`config.mk`:
```
export PLATFORM = sky130hd
export DESIGN_NAME = evu_counter_bank
export DESIGN_NICKNAME = d
export VERILOG_FILES = /design/src/rtl/evu_pkg.sv /design/src/rtl/evu_counter.sv /design/src/rtl/evu_counter_bank.sv
export SDC_FILE = /design/constraint.sdc
export NUM_CORES = 1
export LEC_CHECK = 0
export ABC_AREA = 0
export CAP_MARGIN = 20
export CORE_MARGIN = 2
export CORE_UTILIZATION = 35
export DETAILED_ROUTE_END_ITERATION = 7
export GPL_TIMING_DRIVEN = 0
export PLACE_DENSITY = 0.48
export RECOVER_POWER = 50
export SLEW_MARGIN = 25
export SYNTH_ARGS = -nofsm -noshare
export SYNTH_HDL_FRONTEND = slang
export SYNTH_SLANG_ARGS = --single-unit
```
`constraint.sdc`:
```
create_clock -name clk_i -period 6.1 [get_ports clk_i]
set_clock_uncertainty 0.05 [all_clocks]
set_input_delay 0.915 -clock clk_i [delete_from_list [all_inputs] [get_ports clk_i]]
set_output_delay 0.915 -clock clk_i [all_outputs]
set_load 0.02 [all_outputs]
```
`src/rtl/evu_pkg.sv`:
```
// -----------------------------------------------------------------------------
// evu_pkg - shared definitions for the event-unit counter bank.
//
// Contents:
//   REG_W              width of the per-counter register field in addr
//   REG_*              register offsets inside one counter's window
//   evu_ctrl_t         CTRL register layout {sel, irq_en, edge_mode, en}
//   EVT_*              4-bit event select encodings shared with the evu mux
//   ctrl_to_reg/reg_to_ctrl  CTRL <-> bus word packing helpers
//
// Optional feature macro: EVU_SNAPSHOT_EN (widens the register field to
// 3 bits so that offset 4 can address the snapshot shadow register).
// -----------------------------------------------------------------------------
package evu_pkg;

`ifdef EVU_SNAPSHOT_EN
    localparam int REG_W = 3;
`else
    localparam int REG_W = 2;
`endif

    localparam logic [2:0] REG_CTRL   = 3'd0;
    localparam logic [2:0] REG_COUNT  = 3'd1;
    localparam logic [2:0] REG_THRESH = 3'd2;
    localparam logic [2:0] REG_STATUS = 3'd3;
    localparam logic [2:0] REG_SNAP   = 3'd4;

    typedef struct packed {
        logic [3:0] sel;
        logic       irq_en;
        logic       edge_mode;
        logic       en;
    } evu_ctrl_t;

    localparam logic [3:0] EVT_ICACHE_MISS = 4'd2;
    localparam logic [3:0] EVT_DCACHE_MISS = 4'd3;
    localparam logic [3:0] EVT_IF_EMPTY    = 4'd15;

    // Bus view of CTRL: [0] en, [1] edge_mode, [2] irq_en, [3] reads 0, [7:4] sel.
    function automatic logic [7:0] ctrl_to_reg(input evu_ctrl_t c);
        return {c.sel, 1'b0, c.irq_en, c.edge_mode, c.en};
    endfunction

    function automatic evu_ctrl_t reg_to_ctrl(input logic [7:0] d);
        return '{sel: d[7:4], irq_en: d[2], edge_mode: d[1], en: d[0]};
    endfunction

endpackage

```
`src/rtl/evu_counter.sv`:
```
// -----------------------------------------------------------------------------
// evu_counter - one event counter slice: CTRL, COUNT, THRESH, STATUS flops,
// edge detection of the incoming event and sticky ovf/hit flag logic.
//
// Ports:
//   clk, rst_n        clock, async active-low reset
//   debug_mode        blocks counting while high
//   ev                single-bit event from this slice's evu mux
//   wr_ctrl/count/thresh/status  one-cycle write strobes for this slice
//   wdata_ctrl        decoded CTRL write value
//   wdata_cnt         COUNT/THRESH write value
//   wdata_w1c         STATUS write-1-to-clear mask {hit, ovf}
//   ctrl, count, thresh, ovf, hit   current register contents
//   snapshot, snap    (EVU_SNAPSHOT_EN only) capture strobe and shadow value
// -----------------------------------------------------------------------------
module evu_counter
    import evu_pkg::*;
#(
    parameter int CNT_W = 48
) (
    input  logic             clk,
    input  logic             rst_n,
    input  logic             debug_mode,
    input  logic             ev,
    input  logic             wr_ctrl,
    input  logic             wr_count,
    input  logic             wr_thresh,
    input  logic             wr_status,
    input  evu_ctrl_t        wdata_ctrl,
    input  logic [CNT_W-1:0] wdata_cnt,
    input  logic [1:0]       wdata_w1c,
`ifdef EVU_SNAPSHOT_EN
    input  logic             snapshot,
    output logic [CNT_W-1:0] snap,
`endif
    output evu_ctrl_t        ctrl,
    output logic [CNT_W-1:0] count,
    output logic [CNT_W-1:0] thresh,
    output logic             ovf,
    output logic             hit
);

    evu_ctrl_t        ctrl_r;
    logic [CNT_W-1:0] count_r;
    logic [CNT_W-1:0] thresh_r;
    logic             ovf_r;
    logic             hit_r;
    logic             ev_q_r;

    logic             inc_s;
    logic             ovf_set_s;
    logic             hit_set_s;
    logic [CNT_W-1:0] count_inc_s;
    logic [CNT_W-1:0] count_next_s;

    assign count_inc_s = count_r + CNT_W'(1'b1);

    // Count qualification and next COUNT value; a COUNT write beats the increment.
    always_comb begin
        inc_s        = ctrl_r.en & ~debug_mode & ev & (~ctrl_r.edge_mode | ~ev_q_r);
        ovf_set_s    = 1'b0;
        hit_set_s    = 1'b0;
        count_next_s = count_r;
        if (wr_count) begin
            count_next_s = wdata_cnt;
        end else if (inc_s) begin
            count_next_s = count_inc_s;
            ovf_set_s    = &count_r;
            hit_set_s    = (thresh_r != {CNT_W{1'b0}}) && (count_inc_s == thresh_r);
        end else begin
            count_next_s = count_r;
        end
    end

    // Slice state: config, counter, threshold, sticky flags (clear wins over set).
    always_ff @(posedge clk or negedge rst_n) begin
        if (!rst_n) begin
            ctrl_r   <= evu_ctrl_t'(7'd0);
            count_r  <= {CNT_W{1'b0}};
            thresh_r <= {CNT_W{1'b0}};
            ovf_r    <= 1'b0;
            hit_r    <= 1'b0;
            ev_q_r   <= 1'b0;
        end else begin
            ev_q_r  <= ev;
            count_r <= count_next_s;
            ovf_r   <= (ovf_r | ovf_set_s) & ~(wr_status & wdata_w1c[0]);
            hit_r   <= (hit_r | hit_set_s) & ~(wr_status & wdata_w1c[1]);
            if (wr_ctrl) begin
                ctrl_r <= wdata_ctrl;
            end else begin
                ctrl_r <= ctrl_r;
            end
            if (wr_thresh) begin
                thresh_r <= wdata_cnt;
            end else begin
                thresh_r <= thresh_r;
            end
        end
    end

`ifdef EVU_SNAPSHOT_EN
    logic [CNT_W-1:0] snap_r;

    // Shadow copy of the post-update count, taken on the snapshot strobe.
    always_ff @(posedge clk or negedge rst_n) begin
        if (!rst_n) begin
            snap_r <= {CNT_W{1'b0}};
        end else if (snapshot) begin
            snap_r <= count_next_s;
        end else begin
            snap_r <= snap_r;
        end
    end

    assign snap = snap_r;
`endif

    assign ctrl   = ctrl_r;
    assign count  = count_r;
    assign thresh = thresh_r;
    assign ovf    = ovf_r;
    assign hit    = hit_r;

endmodule

```
`src/rtl/evu_counter_bank.sv`:
```
// -----------------------------------------------------------------------------
// evu_counter_bank - NUM_CNT programmable event counters fed by evu muxes,
// with a single-cycle register interface and a level interrupt.
//
// Ports:
//   clk_i, rst_ni     clock, async active-low reset
//   debug_mode_i      freezes all counting
//   event_i[k]        output of evu mux k
//   sel_o[4k+3:4k]    select for evu mux k (straight from CTRL.sel)
//   req_i/we_i/addr_i/wdata_i   register access, addr = {index, reg}
//   rvalid_o/rdata_o  read response one cycle after a read request
//   irq_o             OR over counters of irq_en & (ovf | hit), registered
//   snapshot_i        (EVU_SNAPSHOT_EN only) capture all counts to SNAP_k
//
// Optional feature macro: EVU_SNAPSHOT_EN.
// -----------------------------------------------------------------------------
module evu_counter_bank
    import evu_pkg::*;
#(
    parameter int NUM_CNT = 4,
    parameter int CNT_W   = 48,
    parameter int DATA_W  = 64
) (
    input  logic                              clk_i,
    input  logic                              rst_ni,
    input  logic                              debug_mode_i,
    input  logic [NUM_CNT-1:0]                event_i,
    output logic [4*NUM_CNT-1:0]              sel_o,
    input  logic                              req_i,
    input  logic                              we_i,
    input  logic [$clog2(NUM_CNT)+REG_W-1:0]  addr_i,
    input  logic [DATA_W-1:0]                 wdata_i,
`ifdef EVU_SNAPSHOT_EN
    input  logic                              snapshot_i,
`endif
    output logic                              rvalid_o,
    output logic [DATA_W-1:0]                 rdata_o,
    output logic                              irq_o
);

    localparam int AW = $clog2(NUM_CNT) + REG_W;

    logic [AW-1:0]      idx_s;
    logic [2:0]         reg_s;
    evu_ctrl_t          ctrl_s   [NUM_CNT];
    logic [CNT_W-1:0]   count_s  [NUM_CNT];
    logic [CNT_W-1:0]   thresh_s [NUM_CNT];
    logic [CNT_W-1:0]   snap_s   [NUM_CNT];
    logic [NUM_CNT-1:0] ovf_s;
    logic [NUM_CNT-1:0] hit_s;
    logic [NUM_CNT-1:0] irq_src_s;
    logic [DATA_W-1:0]  word_s;
    logic [DATA_W-1:0]  rd_data_s;

    logic               rvalid_r;
    logic [DATA_W-1:0]  rdata_r;
    logic               irq_r;

    assign idx_s = AW'(addr_i >> REG_W);
    assign reg_s = 3'(addr_i[REG_W-1:0]);

    for (genvar k = 0; k < NUM_CNT; k++) begin : g_cnt
        // An index beyond NUM_CNT matches no slice, so such writes vanish.
        logic wr_sel_s;
        assign wr_sel_s = req_i & we_i & (idx_s == AW'(k));

        evu_counter #(
            .CNT_W (CNT_W)
        ) u_counter (
            .clk        (clk_i),
            .rst_n      (rst_ni),
            .debug_mode (debug_mode_i),
            .ev         (event_i[k]),
            .wr_ctrl    (wr_sel_s & (reg_s == REG_CTRL)),
            .wr_count   (wr_sel_s & (reg_s == REG_COUNT)),
            .wr_thresh  (wr_sel_s & (reg_s == REG_THRESH)),
            .wr_status  (wr_sel_s & (reg_s == REG_STATUS)),
            .wdata_ctrl (reg_to_ctrl(wdata_i[7:0])),
            .wdata_cnt  (wdata_i[CNT_W-1:0]),
            .wdata_w1c  (wdata_i[1:0]),
`ifdef EVU_SNAPSHOT_EN
            .snapshot   (snapshot_i),
            .snap       (snap_s[k]),
`endif
            .ctrl       (ctrl_s[k]),
            .count      (count_s[k]),
            .thresh     (thresh_s[k]),
            .ovf        (ovf_s[k]),
            .hit        (hit_s[k])
        );

`ifndef EVU_SNAPSHOT_EN
        assign snap_s[k] = {CNT_W{1'b0}};
`endif

        assign sel_o[4*k +: 4] = ctrl_s[k].sel;
        assign irq_src_s[k]    = ctrl_s[k].irq_en & (ovf_s[k] | hit_s[k]);
    end

    // Read mux: one-hot OR over slices, so an out-of-range index reads 0.
    always_comb begin
        rd_data_s = {DATA_W{1'b0}};
        word_s    = {DATA_W{1'b0}};
        for (int k = 0; k < NUM_CNT; k++) begin
            case (reg_s)
                REG_CTRL:   word_s = DATA_W'(ctrl_to_reg(ctrl_s[k]));
                REG_COUNT:  word_s = DATA_W'(count_s[k]);
                REG_THRESH: word_s = DATA_W'(thresh_s[k]);
                REG_STATUS: word_s = DATA_W'({hit_s[k], ovf_s[k]});
                REG_SNAP:   word_s = DATA_W'(snap_s[k]);
                default:    word_s = {DATA_W{1'b0}};
            endcase
            rd_data_s = rd_data_s | (word_s & {DATA_W{idx_s == AW'(k)}});
        end
    end

    // Read response (data held between reads) and registered interrupt.
    always_ff @(posedge clk_i or negedge rst_ni) begin
        if (!rst_ni) begin
            rvalid_r <= 1'b0;
            rdata_r  <= {DATA_W{1'b0}};
            irq_r    <= 1'b0;
        end else begin
            rvalid_r <= req_i & ~we_i;
            irq_r    <= |irq_src_s;
            if (req_i & ~we_i) begin
                rdata_r <= rd_data_s;
            end else begin
                rdata_r <= rdata_r;
            end
        end
    end

    assign rvalid_o = rvalid_r;
    assign rdata_o  = rdata_r;
    assign irq_o    = irq_r;

endmodule

```
==> results.json, run 1 <==
{
  "status": "finished with violations",
  "violations": "capacitance limit, slew limit",
  "gr-usage-all-layers_pct": 34.0,
  "async_flop_share_pct": 100,
  "setup_slack_ns": 1.30,
  "dp_slack_ns": 1.22,
  "insertion_delay_ns": 0.64,
  "p_sw_mw": 5.05,
  "max_slew_margin_pct": -126,
  "synth_edf_count": 0,
  "power.clock.fraction_pct": 28.2,
  "die_x_um": 301,
  "clock_path_buffers": 3,
  "leakage_nw": 13.4,
  "grt_pass1_vias": 27506,
  "ant_nets": 0,
  "fin_cells": 4837,
  "drc": 0,
  "die_area_um2": 90700,
  "post_cts_resize_count": 0,
  "ys_seq_elements": 474,
  "r2r_cells": 9,
  "synth_compound_area_share_pct": 12.3,
  "worst_ep_arrival_time_ns": 5.26,
  "cts_tree": "yes",
  "drive_gt1_share_pct": 11.7,
  "switching_share_pct": 39.9,
  "reg2reg_slack_ns": 1.30,
  "grt_max_degree": 87,
  "critPathCaptureType": "register",
  "critical_path.max_fanout": 9,
  "critPathCapture": "g_cnt[3].u_counter.hit",
  "p_int_mw": 7.60,
  "path_class": "reg2reg",
  "cp.required_ns": 6.56,
  "wl_per_cell_um": 32.4,
  "numCtsBuffers": 56,
  "synthXorXnorAreaFrac_pct": 13.9,
  "period_needed_ns": 4.80,
  "synth-warning-count": 0,
  "hpwlAfterDp_um": 118000,
  "rsz0062_at_grt": "no",
  "setup_viol": 0,
  "drt_wl_total_um": 157000,
  "grt_pass1_wl_um": 218000,
  "synth_adder_area_share_pct": 0.356,
  "synthMuxAreaShare_pct": 10.8,
  "io_pins": 159,
  "rows": 108,
  "syn_inst": 3429,
  "cts.sinks": 474,
  "holdCritPathClass": "reg2reg",
  "die_y_um": 301,
  "drt-initial-drc-count": 3768,
  "yosys.cell_types.count": 79,
  "yosysTopAreaCellShare_pct": 38.4,
  "overflow": 0,
  "core_area_um2": 87200,
  "nets": 3719,
  "path_clk_slew_ns": 0.06,
  "antenna_found_initial": 20,
  "cts_root_buf": "clkbuf_16",
  "finalHoldViolCount": 0,
  "cts.hold.buffers_added": 0,
  "dp_cells": 4731,
  "synth_top_family_by_area": "simple AND/OR/NAND/NOR gates",
  "post-cts-setup-buffers": 0,
  "pwr-share-comb_pct": 34.0,
  "yosys.area_share.simple_pct": 19.7,
  "critPathLaunchType": "register",
  "synth.yosys.seq_area_share_pct": 38.4,
  "syn_area_per_cell_um2": 9.01,
  "synth_area_leader_cell": "dfrtp_1",
  "slew_viol_final": 169,
  "syn_to_final_growth_pct": 15.4,
  "clock.fmax_mhz": 208,
  "via_per_inst": 6.11,
  "synthTopCellsByArea": "dfrtp_1, xnor2_1, mux2_2",
  "reg2reg_to": "g_cnt[3].u_counter.hit",
  "powerDensity_nw_per_um2": 355,
  "dr.pass1.iters": 6,
  "seqPwrFrac_pct": 37.8,
  "drv_cap": 3,
  "htreeDepth": 2,
  "final_core_util_pct": 40.9,
  "start_util_pct": 35.4,
  "vdd_drop_max_v": 0.000225,
  "gp_congestion": 1.05,
  "via_count": 29570,
  "period_share_pct": 78.7,
  "worst_pin_slew_ns": 3.39,
  "numPortBuffers": 124,
  "synth_flop_cell": "dfrtp_1",
  "netlist_area_um2": 30900,
  "rr_startpoint": "g_cnt[3].u_counter.count[2]",
  "startpoint": "g_cnt[3].u_counter.count[2]"
}
-- worst min-delay path by stage --
stage                                       from                             to  slack (ns)  cells past startpoint
after CTS                                 rst_ni  g_cnt[3].u_counter.thresh[27]        0.15                      1
after global placement               rdata_o[41]                    rdata_o[41]        0.41                      2
after global routing                 rdata_o[47]                    rdata_o[47]        0.44                      2
after detailed placement             rdata_o[28]                    rdata_o[28]        0.41                      2
final                                rdata_o[28]                    rdata_o[28]        0.42                      2
after floorplan           g_cnt[3].u_counter.hit         g_cnt[3].u_counter.hit        0.41                      2
-- sequential cells by signal, indices dropped and copies added (netlist names) --
signal / count
g_cnt.u_counter.thresh: 192
g_cnt.u_counter.count: 192
g_cnt.u_counter.ctrl: 28
g_cnt.u_counter.hit: 4
g_cnt.u_counter.ev_q_r: 4
rvalid_o: 1
irq_o: 1
rdata_o: 48
g_cnt.u_counter.ovf: 4
-- cells by family after synthesis --
group | Yosys count
compound gates | 612
xor+xnor | 489
fa+ha+maj | 9
buf+inv | 331
flops | 474
mux | 287
other cells | 1
simple gates | 1226
-- worst max-delay path, stage by stage, from the launching register on --
cell,delay [ns]
dfrtp_1,0.32
clkbuf_1,0.47
nand3_1,0.50
nor4_2,0.88
nand4_1,0.43
or3_1,0.46
a2111oi_0,0.79
o2111a_1,0.30
nand4_1,0.13
o31ai_1,0.34
-- synthesized netlist by cell type (15+ instances only) --
master and number:
a221oi_1 76, mux2i_1 49, nor2_1 340, or3_1 21
buf_4 34, mux2_2 223, mux4_2 15, nand3_1 109
nand2_1 272, and4_1 20, and3_1 40, a22o_1 24
a21oi_1 248, nor4_1 101, xor2_1 163, nor3_1 94
xnor2_1 326, clkbuf_1 227, nand4_1 123, a22oi_1 37
buf_1 37, or4_1 27, o21ai_0 137, inv_1 23
dfrtp_1 474
-- power by group through the flow --
stage                     Combinational [mW]  Sequential (mW)  Clock (mW)
after floorplan                         2.77             4.43           0
after global placement                  4.15             4.79           0
after detailed placement                4.19             4.78           0
after CTS                               4.21             4.73        3.62
after global routing                    4.57             4.83        3.75
final                                   4.30             4.78        3.57
-- routing by layer --
metal	vias up	routed length [um]	track usage, %	share of wire [%]
met5	-	42	0	0.027
met4	6	8120	15.2	5.2
met3	296	16600	8.28	11
met1	14965	67400	48.8	43
met2	1608	64800	48.2	41
li1	12695	-	-	-
-- stage by stage --
step	setup TNS, ns	instance area (um2)	hold WS [ns]	power, mW
floorplan	0	30900	0.407	7.20
global placement	-8910.90	33600	0.413	8.94
detailed placement	0	33800	0.411	8.97
CTS	0	35700	0.149	12.6
global route	0	35700	0.443	13.1
finish	0	35700	0.418	12.7
-- layout by cell type (no fill, tap or decap), drive strengths merged, types with 21 or more instances in the layout --
cell type / netlist / layout
dfrtp: 474 / 474
nor2: 340 / 340
xnor2: 326 / 326
clkbuf: 232 / 312
nand2: 273 / 273
a21oi: 248 / 248
mux2: 223 / 223
xor2: 163 / 163
o21ai: 137 / 137
nand4: 124 / 124
nand3: 110 / 110
nor4: 103 / 103
nor3: 94 / 94
buf: 76 / 94
clkdlybuf4s50: 0 / 77
a221oi: 76 / 76
mux2i: 49 / 49
and3: 40 / 40
a22oi: 37 / 37
dlygate4sd3: 0 / 32
or4: 29 / 29
a22o: 24 / 24
inv: 23 / 24
or3: 21 / 21
and4: 21 / 21
-- cell type report --
| cell class | instances | area [um2] |
|---|---|---|
| diodes | 3 | 7.51 |
| plain buffers | 308 | 1330 |
| clock buffers | 75 | 1580 |
| clock inverters | 28 | 314 |
| fillers | 8965 | 51500 |
| inverters | 23 | 86.3 |
| multi-input cells | 2639 | 17700 |
| flip-flops and latches | 474 | 11900 |
| well taps | 1155 | 1450 |
| repair buffers | 132 | 1300 |
Note: power is estimated with default switching activity, not from simulation.
==> run 2: changes to the inputs <==
--- a/config.mk
+++ b/config.mk
@@ -11,7 +11,7 @@
 export CORE_UTILIZATION = 35
 export DETAILED_ROUTE_END_ITERATION = 7
 export GPL_TIMING_DRIVEN = 0
-export PLACE_DENSITY = 0.48
+export PLACE_DENSITY = 0.5
 export RECOVER_POWER = 50
 export SLEW_MARGIN = 25
 export SYNTH_ARGS = -nofsm -noshare
==> constraint.sdc (replaced) <==
create_clock -name clk_i -period 4 [get_ports clk_i]
set_clock_uncertainty 0.05 [all_clocks]
set_input_delay 0.6 -clock clk_i [delete_from_list [all_inputs] [get_ports clk_i]]
set_output_delay 0.6 -clock clk_i [all_outputs]
set_load 0.02 [all_outputs]
==> results.json, run 2 (synthesis gave the netlist of run 1 again) <==
{
  "clock_path_buffers": 3,
  "grt_pass1_wl_um": 221000,
  "finalHoldViolCount": 0,
  "cts.sinks": 474,
  "dr.pass1.iters": 5,
  "gp_congestion": 1.02,
  "critPathCapture": "g_cnt[3].u_counter.thresh[41]",
  "numCtsBuffers": 57,
  "critical_path.max_fanout": 10,
  "critical_path_cell_count": 7,
  "power.clock.fraction_pct": 29.1,
  "path_clk_slew_ns": 0.06,
  "syn_to_final_growth_pct": 16.2,
  "via_per_inst": 6.11,
  "core_area_um2": 87200,
  "period_share_pct": 102,
  "drive_gt1_share_pct": 12.5,
  "powerDensity_nw_per_um2": 546,
  "start_util_pct": 35.4,
  "die_y_um": 301,
  "status": "finished with violations",
  "path_class": "in2reg",
  "drt-initial-drc-count": 3967,
  "drc": 0,
  "antenna_found_initial": 9,
  "cp_slowest_cell": "clkbuf_1",
  "drv_cap": 1,
  "hpwlAfterDp_um": 120000,
  "holdWs_ns": 0.422,
  "hp-start": "rdata_o[33]",
  "cpMostUsedCell": "clkbuf_1",
  "multi_input_area_um2": 17800,
  "layout.cells.most_common": "dfrtp_1",
  "setup_tns_ns": -0.426,
  "pwr-share-comb_pct": 33.3,
  "worst_pin_slew_ns": 2.14,
  "die_x_um": 301,
  "reg2reg_slack_ns": 0.10,
  "grt_pass1_vias": 27768,
  "wl_per_cell_um": 32.8,
  "io_pins": 159,
  "critPathLaunchType": "primary input",
  "cts_root_buf": "clkbuf_16",
  "violations": "capacitance limit, slew limit, setup timing",
  "rr_startpoint": "g_cnt[2].u_counter.count[10]",
  "seq_area_um2": 11900,
  "setup_slack_ns": -0.0611,
  "cts_tree": "yes",
  "overflow": 0,
  "gr-usage-all-layers_pct": 34.6,
  "p_sw_mw": 7.75,
  "vdd_drop_max_v": 0.000323,
  "clock.fmax_mhz": 246,
  "max_slew_margin_pct": -42.7,
  "slew_viol_final": 76,
  "die_area_um2": 90700,
  "worst_ep_arrival_time_ns": 4.52,
  "leakage_nw": 13.6,
  "insertion_delay_ns": 0.65,
  "nFillCells": 9015,
  "ant_nets": 0,
  "switching_share_pct": 39.6,
  "p_int_mw": 11.8,
  "seqPwrFrac_pct": 37.6,
  "drt_wl_total_um": 159000,
  "holdCritPathClass": "reg2reg",
  "crit_family": "buffers and inverters",
  "htreeDepth": 2,
  "rsz0062_at_grt": "yes",
  "reg2reg_to": "g_cnt[2].u_counter.hit",
  "grt_max_degree": 79,
  "cpPeakStageDelay_ns": 0.77,
  "rows": 108,
  "path_buf_inv": 5,
  "cp.required_ns": 4.46,
  "via_count": 29575,
  "worstPathCellList": "clkdlybuf4s50_1 > inv_1 > clkbuf_1 > nor3_2 > clkbuf_1 > buf_1 > mux2_2",
  "period_needed_ns": 4.06,
  "nets": 3725,
  "critPathCaptureType": "register",
  "startpoint": "addr_i[2]",
  "setup_viol": 8,
  "r2r_cells": 10,
  "mostFrequentLayoutCells": "dfrtp_1, nor2_1, xnor2_1",
  "numPortBuffers": 124
}
## run 2: power by group through the flow
stage          combinational, mW  clock, mW  sequential [mW]
6_report                    6.52       5.71             7.36
5_1_grt                     6.95       5.95             7.43
4_1_cts                     6.45       5.75             7.24
3_5_place_dp                6.41          0             7.31
2_1_floorplan               4.23          0             6.75
3_3_place_gp                6.37          0             7.32
## run 2: stage by stage
step                cells  setup WS [ns]  total power, mW  util (%)  instance area [um2]
detailed placement   4731         -0.712             13.7      38.8                33800
global route         4837        -0.0558             20.3      41.2                35900
floorplan            3444          0.687             11.0         -                30900
CTS                  4832         0.0109             19.4      41.1                35900
global placement     4723         -20.65             13.7      38.6                33600
finish               4841        -0.0611             19.6      41.2                35900
## run 2: worst reg2reg max path, stage by stage (launching register included)
cell and delay, ns:
dfrtp_1 0.32, clkbuf_1 0.36, nand4_1 0.30, or4_1 0.53, clkbuf_1 0.25, or4_1 0.55, nor2_1 0.31, xnor2_1 0.16
o211ai_1 0.10, or4_1 0.55, o31ai_1 0.31
## run 2: layout make-up
cell class	count	area share, %
Tap cell	1155	4.03
Multi-Input combinational cell	2639	49.6
Clock inverter	25	1.00
Sequential cell	474	33.0
Timing Repair Buffer	142	3.82
Buffer	303	3.69
Antenna cell	4	0.0279
Clock buffer	76	4.53
Inverter	23	0.240
## run 2: worst min path at each step
stage | cells after the start | to | slack [ns]
2_1_floorplan | 0 | g_cnt[0].u_counter.count[0] | 0.25
6_report | 2 | rdata_o[33] | 0.42
4_1_cts | 1 | g_cnt[1].u_counter.ev_q_r | 0.39
3_5_place_dp | 2 | rdata_o[9] | 0.41
3_3_place_gp | 2 | rdata_o[47] | 0.41
5_1_grt | 3 | g_cnt[0].u_counter.count[16] | 0.45
## run 2: what timing repair did
item	in CTS	in global routing
endpoints found under the hold margin	75	0
setup buffers	0	9
resized for setup	11	15
endpoints found under the setup margin	5	6
pin swaps	2	4
hold buffers	1	0
## run 2: routing by layer
layer	GRT usage [%]	up-vias	routed length, um
met1	49.6	15064	68600
met3	8.09	267	16200
met5	0	-	0
met4	14.7	0	8030
li1	-	12688	-
met2	49.5	1556	66000
